**src/rtl/apb_req_arbiter.sv**
```systemverilog
// Round-robin arbiter sharing one apb_master between NUM_REQ requesters.
// Define APB_ARB_FIXED_PRIO_EN for fixed priority (lowest index wins, no rr pointer).
//
//   state | meaning
//   IDLE  | no transfer; arbitrate among req_valid
//   XFER  | transfer owned by req_gnt; STREQ on first cycle, wait for PENABLE && PREADY
//   RESP  | req_done pulse visible; owner drops req_valid
module apb_req_arbiter #(
   parameter int NUM_REQ = 2,
   parameter int AW      = 32,
   parameter int DW      = 32
) (
   input  logic                  PCLK,
   input  logic                  PRESETn,
   input  logic [NUM_REQ-1:0]    req_valid,
   input  logic [NUM_REQ-1:0]    req_write,
   input  logic [NUM_REQ*AW-1:0] req_addr,
   input  logic [NUM_REQ*DW-1:0] req_wdata,
   output logic [NUM_REQ-1:0]    req_gnt,
   output logic [NUM_REQ-1:0]    req_done,
   output logic [DW-1:0]         req_rdata,
   output logic                  req_err,
   output logic                  arb_busy,
   output logic                  STREQ,
   output logic                  SWRT,
   output logic                  SSEL,
   output logic [AW-1:0]         SADDR,
   output logic [DW-1:0]         SWDATA,
   input  logic [DW-1:0]         SRDATA,
   input  logic                  PENABLE,
   input  logic                  PREADY,
   input  logic                  PSLVERR
);

   localparam int PW = (NUM_REQ > 1) ? $clog2(NUM_REQ) : 1;

   typedef enum logic [1:0] {IDLE, XFER, RESP} state_t;

   state_t               state_q, state_d;
   logic [PW-1:0]        owner_q, owner_d;
   logic [PW-1:0]        win;
   logic [PW-1:0]        rr_ptr;
   logic [NUM_REQ-1:0]   gnt_q, gnt_d;
   logic [NUM_REQ-1:0]   done_q, done_d;
   logic [DW-1:0]        rdata_q, rdata_d;
   logic                 err_q, err_d;
   logic                 streq_q, streq_d;
   logic                 swrt_q, swrt_d;
   logic                 ssel_q, ssel_d;
   logic [AW-1:0]        saddr_q, saddr_d;
   logic [DW-1:0]        swdata_q, swdata_d;
   int                   idx;

`ifdef APB_ARB_FIXED_PRIO_EN
   assign rr_ptr = '0;
`else
   logic [PW-1:0] rr_q, rr_d;
   assign rr_ptr = rr_q;
`endif

   // Scan from the highest offset down so the first set bit at/after rr_ptr wins.
   always_comb begin
      win = '0;
      idx = 0;
      for (int k = NUM_REQ - 1; k >= 0; k--) begin
         idx = int'(rr_ptr) + k;
         if (idx >= NUM_REQ) idx = idx - NUM_REQ;
         if (req_valid[idx]) win = PW'(idx);
      end
   end

   always_comb begin
      state_d  = state_q;
      owner_d  = owner_q;
      gnt_d    = gnt_q;
      done_d   = '0;
      rdata_d  = rdata_q;
      err_d    = err_q;
      streq_d  = 1'b0;
      swrt_d   = swrt_q;
      ssel_d   = ssel_q;
      saddr_d  = saddr_q;
      swdata_d = swdata_q;
`ifndef APB_ARB_FIXED_PRIO_EN
      rr_d     = rr_q;
`endif
      case (state_q)
         IDLE: begin
            if (|req_valid) begin
               owner_d  = win;
               gnt_d    = NUM_REQ'(1) << win;
               swrt_d   = req_write[win];
               saddr_d  = req_addr[int'(win)*AW +: AW];
               swdata_d = req_wdata[int'(win)*DW +: DW];
               ssel_d   = 1'b1;
               streq_d  = 1'b1;
               state_d  = XFER;
            end
         end
         XFER: begin
            if (PENABLE && PREADY) begin
               done_d  = gnt_q;
               rdata_d = swrt_q ? '0 : SRDATA;
               err_d   = PSLVERR;
               ssel_d  = 1'b0;
               gnt_d   = '0;
`ifndef APB_ARB_FIXED_PRIO_EN
               rr_d    = (owner_q == PW'(NUM_REQ - 1)) ? '0 : owner_q + PW'(1);
`endif
               state_d = RESP;
            end
         end
         RESP:    state_d = IDLE;
         default: state_d = IDLE;
      endcase
   end

   always_ff @(posedge PCLK) begin
      if (!PRESETn) begin
         state_q  <= IDLE;
         owner_q  <= '0;
         gnt_q    <= '0;
         done_q   <= '0;
         rdata_q  <= '0;
         err_q    <= 1'b0;
         streq_q  <= 1'b0;
         swrt_q   <= 1'b0;
         ssel_q   <= 1'b0;
         saddr_q  <= '0;
         swdata_q <= '0;
      end else begin
         state_q  <= state_d;
         owner_q  <= owner_d;
         gnt_q    <= gnt_d;
         done_q   <= done_d;
         rdata_q  <= rdata_d;
         err_q    <= err_d;
         streq_q  <= streq_d;
         swrt_q   <= swrt_d;
         ssel_q   <= ssel_d;
         saddr_q  <= saddr_d;
         swdata_q <= swdata_d;
      end
   end

`ifndef APB_ARB_FIXED_PRIO_EN
   always_ff @(posedge PCLK) begin
      if (!PRESETn) rr_q <= '0;
      else          rr_q <= rr_d;
   end
`endif

   assign req_gnt   = gnt_q;
   assign req_done  = done_q;
   assign req_rdata = rdata_q;
   assign req_err   = err_q;
   assign arb_busy  = (state_q != IDLE);
   assign STREQ     = streq_q;
   assign SWRT      = swrt_q;
   assign SSEL      = ssel_q;
   assign SADDR     = saddr_q;
   assign SWDATA    = swdata_q;

endmodule

```
**config.mk**
```make
export PLATFORM = sky130hd
export DESIGN_NAME = apb_req_arbiter
export DESIGN_NICKNAME = d
export VERILOG_FILES = /design/src/rtl/apb_req_arbiter.sv
export SDC_FILE = /design/constraint.sdc
export NUM_CORES = 1
export LEC_CHECK = 0
export ABC_AREA = 0
export CORE_AREA = 2 2 115 117
export DETAILED_ROUTE_END_ITERATION = 7
export DIE_AREA = 0 0 117 119
export PLACE_DENSITY = 0.81
export SYNTH_ARGS = -nofsm -noshare
export SYNTH_HDL_FRONTEND = slang
export SYNTH_SLANG_ARGS = --single-unit
```
**constraint.sdc**
```tcl
create_clock -name PCLK -period 2.1 [get_ports PCLK]
set_input_delay 0.63 -clock PCLK [delete_from_list [all_inputs] [get_ports PCLK]]
set_output_delay 0.63 -clock PCLK [all_outputs]
set_load 0.005 [all_outputs]
```
Yosys cells after proc, flatten, opt, wreduce, memory -nomap -nowiden:

Cells that the tools add are included.

* equal/unequal tests: 3
* $lt $le $gt $ge: 5
* multiplexer cells: 24
* add/subtract/negate cells: 4
* shift-type cells: 3
* reduce and logical (&&, ||, !) cells: 11

Operators by type and width (number)
* variable part select 64 x 7 -> 32 bit: 2
* 2-to-1 mux 32 bit: 3
* less-than comparator 32 x 3 -> 1 bit, second input constant: 2
* 2-to-1 mux 1 bit: 14
* 2-to-1 mux 2 bit: 4
* case mux 2 bit (2 select lines): 2
* AND reduction 2 bit: 4
* AND reduction 3 bit: 2
* != test 2 bit, second input constant: 2
* nonzero test 2 bit: 2
* subtractor 1 x 2 -> 3 bit, second input constant: 1
* subtractor 2 x 2 -> 3 bit, second input constant: 1
* adder 1 x 1 -> 2 bit, second input constant: 1
* equality test 2 x 1 -> 1 bit, second input constant: 1
* greater-or-equal comparator 1 x 2 -> 1 bit, second input constant: 1
* greater-or-equal comparator 2 bit, second input constant: 1
* zero test 2 bit: 1
* less-than comparator 1 x 2 -> 1 bit, second input constant: 1
* case mux 1 bit (2 select lines): 1
* OR reduction 2 bit: 1
* << shifter 1 x 1 -> 2 bit, first input constant: 1
* adder 1 bit, second input constant: 1
* logical AND 1 bit: 1

* logic and storage cells: 62
* flip-flop bits (word level): 108

Longest topological paths before layout:

Gate-level depths: netlist (run 1).

* depth after elaboration: 11
* gate-level depth with buffers: 6
* depth with buffers taken out: 4

Worst setup path before layout (run 1):

No wires, ideal clock.

* kind: input -> register
* start: input port req_valid[1]
* end: register saddr_q[23] (netlist: SADDR[23])
* data required time: 1.978 ns
* stages: 5
* library setup time: 0.122 ns
* path buffers: 3
* path slack: 0.442 ns
* arrival: 1.536 ns
* cells stage by stage: buf_2 buf_2 buf_2 a21boi_0 o311a_1

* cells in the longest elaborated chain, start to end: 6
* elaborated cells between the ends (all ways): 11
* those cells by class: shift (1); mux (8); reduce/logical (2)

Ends and longest elaborated chain
* start, declared: line 15 `input logic [NUM_REQ-1:0] req_valid,`
* 2-to-1 mux 1 bit (not written as such) (3 in a row): line 68 `if (req_valid[idx]) win = PW'(idx);`
* 2-to-1 mux 1 bit (2 in a row): line 68
* variable part select 64 x 7 -> 32 bit: line 93 `saddr_d = req_addr[int'(win)*AW +: AW];`
* end signal, assigned: line 141 `saddr_q <= saddr_d;`
* end, declared: line 50 `logic [AW-1:0] saddr_q, saddr_d;`

Parallel ways exist; a longest one is shown, timed or not. The select of a mux whose other input is x is not followed.
A chain may end at the register's enable or synchronous reset.

Worst setup path in the final report (run 1):

* start: register state_q[0]
* end: output port arb_busy

* cells in the longest elaborated chain, start to end: 1

Ends and longest elaborated chain
* start, declared: line 39 `state_t state_q, state_d;`
* start signal, assigned: line 132 `state_q <= state_d;`
* nonzero test 2 bit: line 157 `assign arb_busy = (state_q != IDLE);`
* end, declared: line 23 `output logic arb_busy,`

No other way between the ends.

==> results of run 1 <==
## per-stage QoR
step	setup TNS, ns	setup WS [ns]	area [µm²]	util
after floorplan	0	0.442	4960	-
final	0	0.0612	8250	0.641
after CTS	0	0.0414	8250	0.641
after global routing	0	0.0169	8250	0.641
after detailed placement	-3.55	-0.128	7900	0.614
after global placement	-2.04	-0.0717	7900	0.614
## final cells by class
type                       instances  area [µm²]  area share
clock buffer                      11         243      0.0294
timing repair buffer             292        2980       0.361
sequential                       108        2160       0.262
multi-input combinational        321        2530       0.307
tap                              176         220      0.0267
clock inverter                     5         108      0.0130
inverter                           2        7.51    0.000910
## power by group through the flow
stage	logic, mW	registers (mW)	clock network [mW]
CTS	1.42	2.31	2.04
global placement	1.38	2.35	0
finish	1.42	2.31	1.99
detailed placement	1.41	2.36	0
global route	1.52	2.33	2.11
floorplan	0.580	2.36	0
## worst paths after layout
| path | startpoint | end | slack, ns |
|---|---|---|---|
| setup / recovery | state_q[0] | arb_busy | 0.06 |
| hold reg to reg | owner_q | rr_ptr | 0.45 |
| setup reg to reg | state_q[0] | SSEL | 0.41 |
| hold / removal | owner_q | rr_ptr | 0.45 |
## cells by family (layout without fill, tap and decap cells)
family,after synthesis,count (layout),share of synthesized area
AND/OR/NAND/NOR,84,84,0.107
buffers and inverters,67,310,0.0590
AO/OA/AOI/OAI,237,237,0.398
flip-flops,108,108,0.436
## registers in the layout (all words and copies together), names as in the netlist
register and count:
req_gnt 2, req_done 2, SADDR 32, rr_ptr 1, SWRT 1, SSEL 1
owner_q 1, state_q 2, SWDATA 32, req_err 1, req_rdata 32, STREQ 1
## worst max-delay path: cells and delay by family (launching register included)
family | cells | cell delay (ns)
simple gates | 1 | 0.07
flops | 1 | 0.41
buf+inv | 2 | 0.58
## routing by layer
| metal | vias up | track usage |
|---|---|---|
| met3 | 29 | 0.0636 |
| met1 | 2446 | 0.268 |
| li1 | 2401 | - |
| met2 | 233 | 0.411 |
| met4 | 2 | 0.0949 |
| met5 | - | 0 |
## placed cells by master (no fill, tap or decap), types with 2 or more instances in the layout
cell             Yosys  routed
clkdlybuf4s50_1      0     271
dfxtp_1            108     108
and3_1              67      67
a21boi_0            65      65
o21bai_1            65      65
o311a_1             65      65
a22o_1              33      33
buf_4                0      11
clkbuf_16            0       9
buf_12               0       9
nor2_1               4       4
nor2_4               2       3
nand2_1              3       3
a21oi_1              3       3
bufinv_16            0       3
inv_2                2       2
a211oi_1             2       2
nand3_1              2       2
==> impl_metrics.csv, run 1 <==
group,metric,value,unit
power_and_ir_drop,switchingPower,1.41,mW
power_and_ir_drop,p_total,5.72,mW
synthesis,synthCells,496,
clock_tree,clk_pin_slew,0.07,ns
power_and_ir_drop,p_seq_frac,0.404,
sta,rsz0062_at_grt,"no",
clock_tree,cts_tree,"yes",
worst_setup_path,path_cells,"nor2_4 -> inv_2 -> clkdlybuf4s50_1",
floorplanning,initial_core_util,0.385,
cells_and_area,fin_nets,903,
cells_and_area,final.fill_count,1010,
synthesis,ys_top_cells_by_area,"dfxtp_1 44%, o311a_1 13%, a21boi_0 9.8%, o21bai_1 9.8%, and3_1 8.5%",
routing,viasPerCell,5.59,
worst_hold_path,min_path_type,"reg2reg",
worst_setup_path,path_max_fanout,4,
power_and_ir_drop,max-vdd-ir-drop,0.000383,V
synthesis,synth-seq-cells,108,
worst_setup_path,critPathSlowestCell,"clkdlybuf4s50_1",
power_and_ir_drop,pwr-share-clk,0.348,
clock_tree,clk_latency,0.35,ns
worst_setup_path,crit_path_max_incr_delay,0.52,ns
cells_and_area,insertedDiodeCount,0,
placed_design,place.detailed.hpwl,11600,µm
sta,fmax,0.490,GHz
routing,drt_drc_violations_left,0,
synthesis,ys_seq_area_frac,0.436,
power_and_ir_drop,switching_share,0.247,
synthesis,async_reset_ff_frac,0,
power_and_ir_drop,power_frac_comb,0.248,
synthesis,synth_area_per_cell,10.0,µm²
worst_setup_path,end_kind,"primary output",
grt,grt_pass1_wl,26000,µm
synthesis,ys_types,28,
cells_and_area,area.growth.synth_to_final,66.3,%
synthesis,netlist.area_leader.share,0.436,
synthesis,synth_nets,665,
clock_tree,numClockSinks,108,
sta,worst_pin_slew,0.763,ns
synthesis,ys.flop_type,"dfxtp_1",
placed_design,dp_cells,899,
routing,wl_per_cell,18.4,µm
sta,hold_ws,0.446,ns
clock_tree,post-cts-setup-buffers,0,
placed_design,portBuffers,273,
sta,finalSetupViolations,0,
power_and_ir_drop,p_per_area,694,nW/µm²
worst_setup_path,worst_ep_required_time,1.47,ns
cells_and_area,drive_gt1_frac,0.0595,
sta,slew_headroom,0.491,
routing,vias,5111,
worst_setup_path,start_kind,"flip-flop",
clock_tree,root_buffer,"clkbuf_16",
synthesis,netlist_area,4960,µm²
synthesis,synth_enable_flop_cells,0,
floorplanning,core,12900,µm²
clock_tree,clk_path_buf_depth,2,
run_status,outcome,"completed",
worst_setup_path,worstRegToRegCells,5,
floorplanning,die_x,117,µm
worst_setup_path,critPathKind,"reg2out",
sta,fin_crit,2.04,ns
synthesis,synth_top_area_cell,"dfxtp_1",
routing,drtIter0Drc,330,
routing,wirelength,16800,µm
synthesis,yosys_warnings,0,
clock_tree,numCtsBuffers,9,
routing,wl_met2,8430,µm
clock_tree,postCtsResizedCells,0,
run,max-cap-violations,0,
worst_setup_path,crit_arrival,1.41,ns
grt,grt_max_degree,71,
routing,drt_pass1_iterations,4,
power_and_ir_drop,p_leak,3.42,nW
clock_tree,htree_levels,3,
cells_and_area,fin_cells,915,
floorplanning,die-area,13900,µm²
routing,wl_met3,1490,µm
routing,highest_layer,"met5",
grt,grt-ovfl-total,0,
floorplanning,row_count,42,
worst_hold_path,whs_path_depth,1,
grt,grt_pass1_vias,5071,
routing,met1Wirelength,6490,µm
power_and_ir_drop,intPower,4.31,mW
floorplanning,die_h,119,µm
floorplanning,io_pins,274,
synthesis,yosysMostFrequentCell,"dfxtp_1",
sta,hold_viol,0,
grt,grtUsageTotal,0.235,
placed_design,gp_congestion,0.757,
grt,antenna_found_initial,1,
clock_tree,ctsHoldBuffers,0,
sta,drv_slew,0,
routing,antenna_left,0,
sta,post-route-period-util,0.971,
sta,skew,0.00854,ns
synthesis,synth_commonest_cells,"108 x dfxtp_1, 67 x and3_1, 65 x a21boi_0, 65 x o21bai_1, 65 x o311a_1",
Note: power is estimated with default switching activity, not from simulation.
==> run 2: changes to the inputs <==
GPL_TIMING_DRIVEN = 1   (was not set)
==> results of run 2 <==
The final DEF is identical to that of run 1; final timing and power are the same.
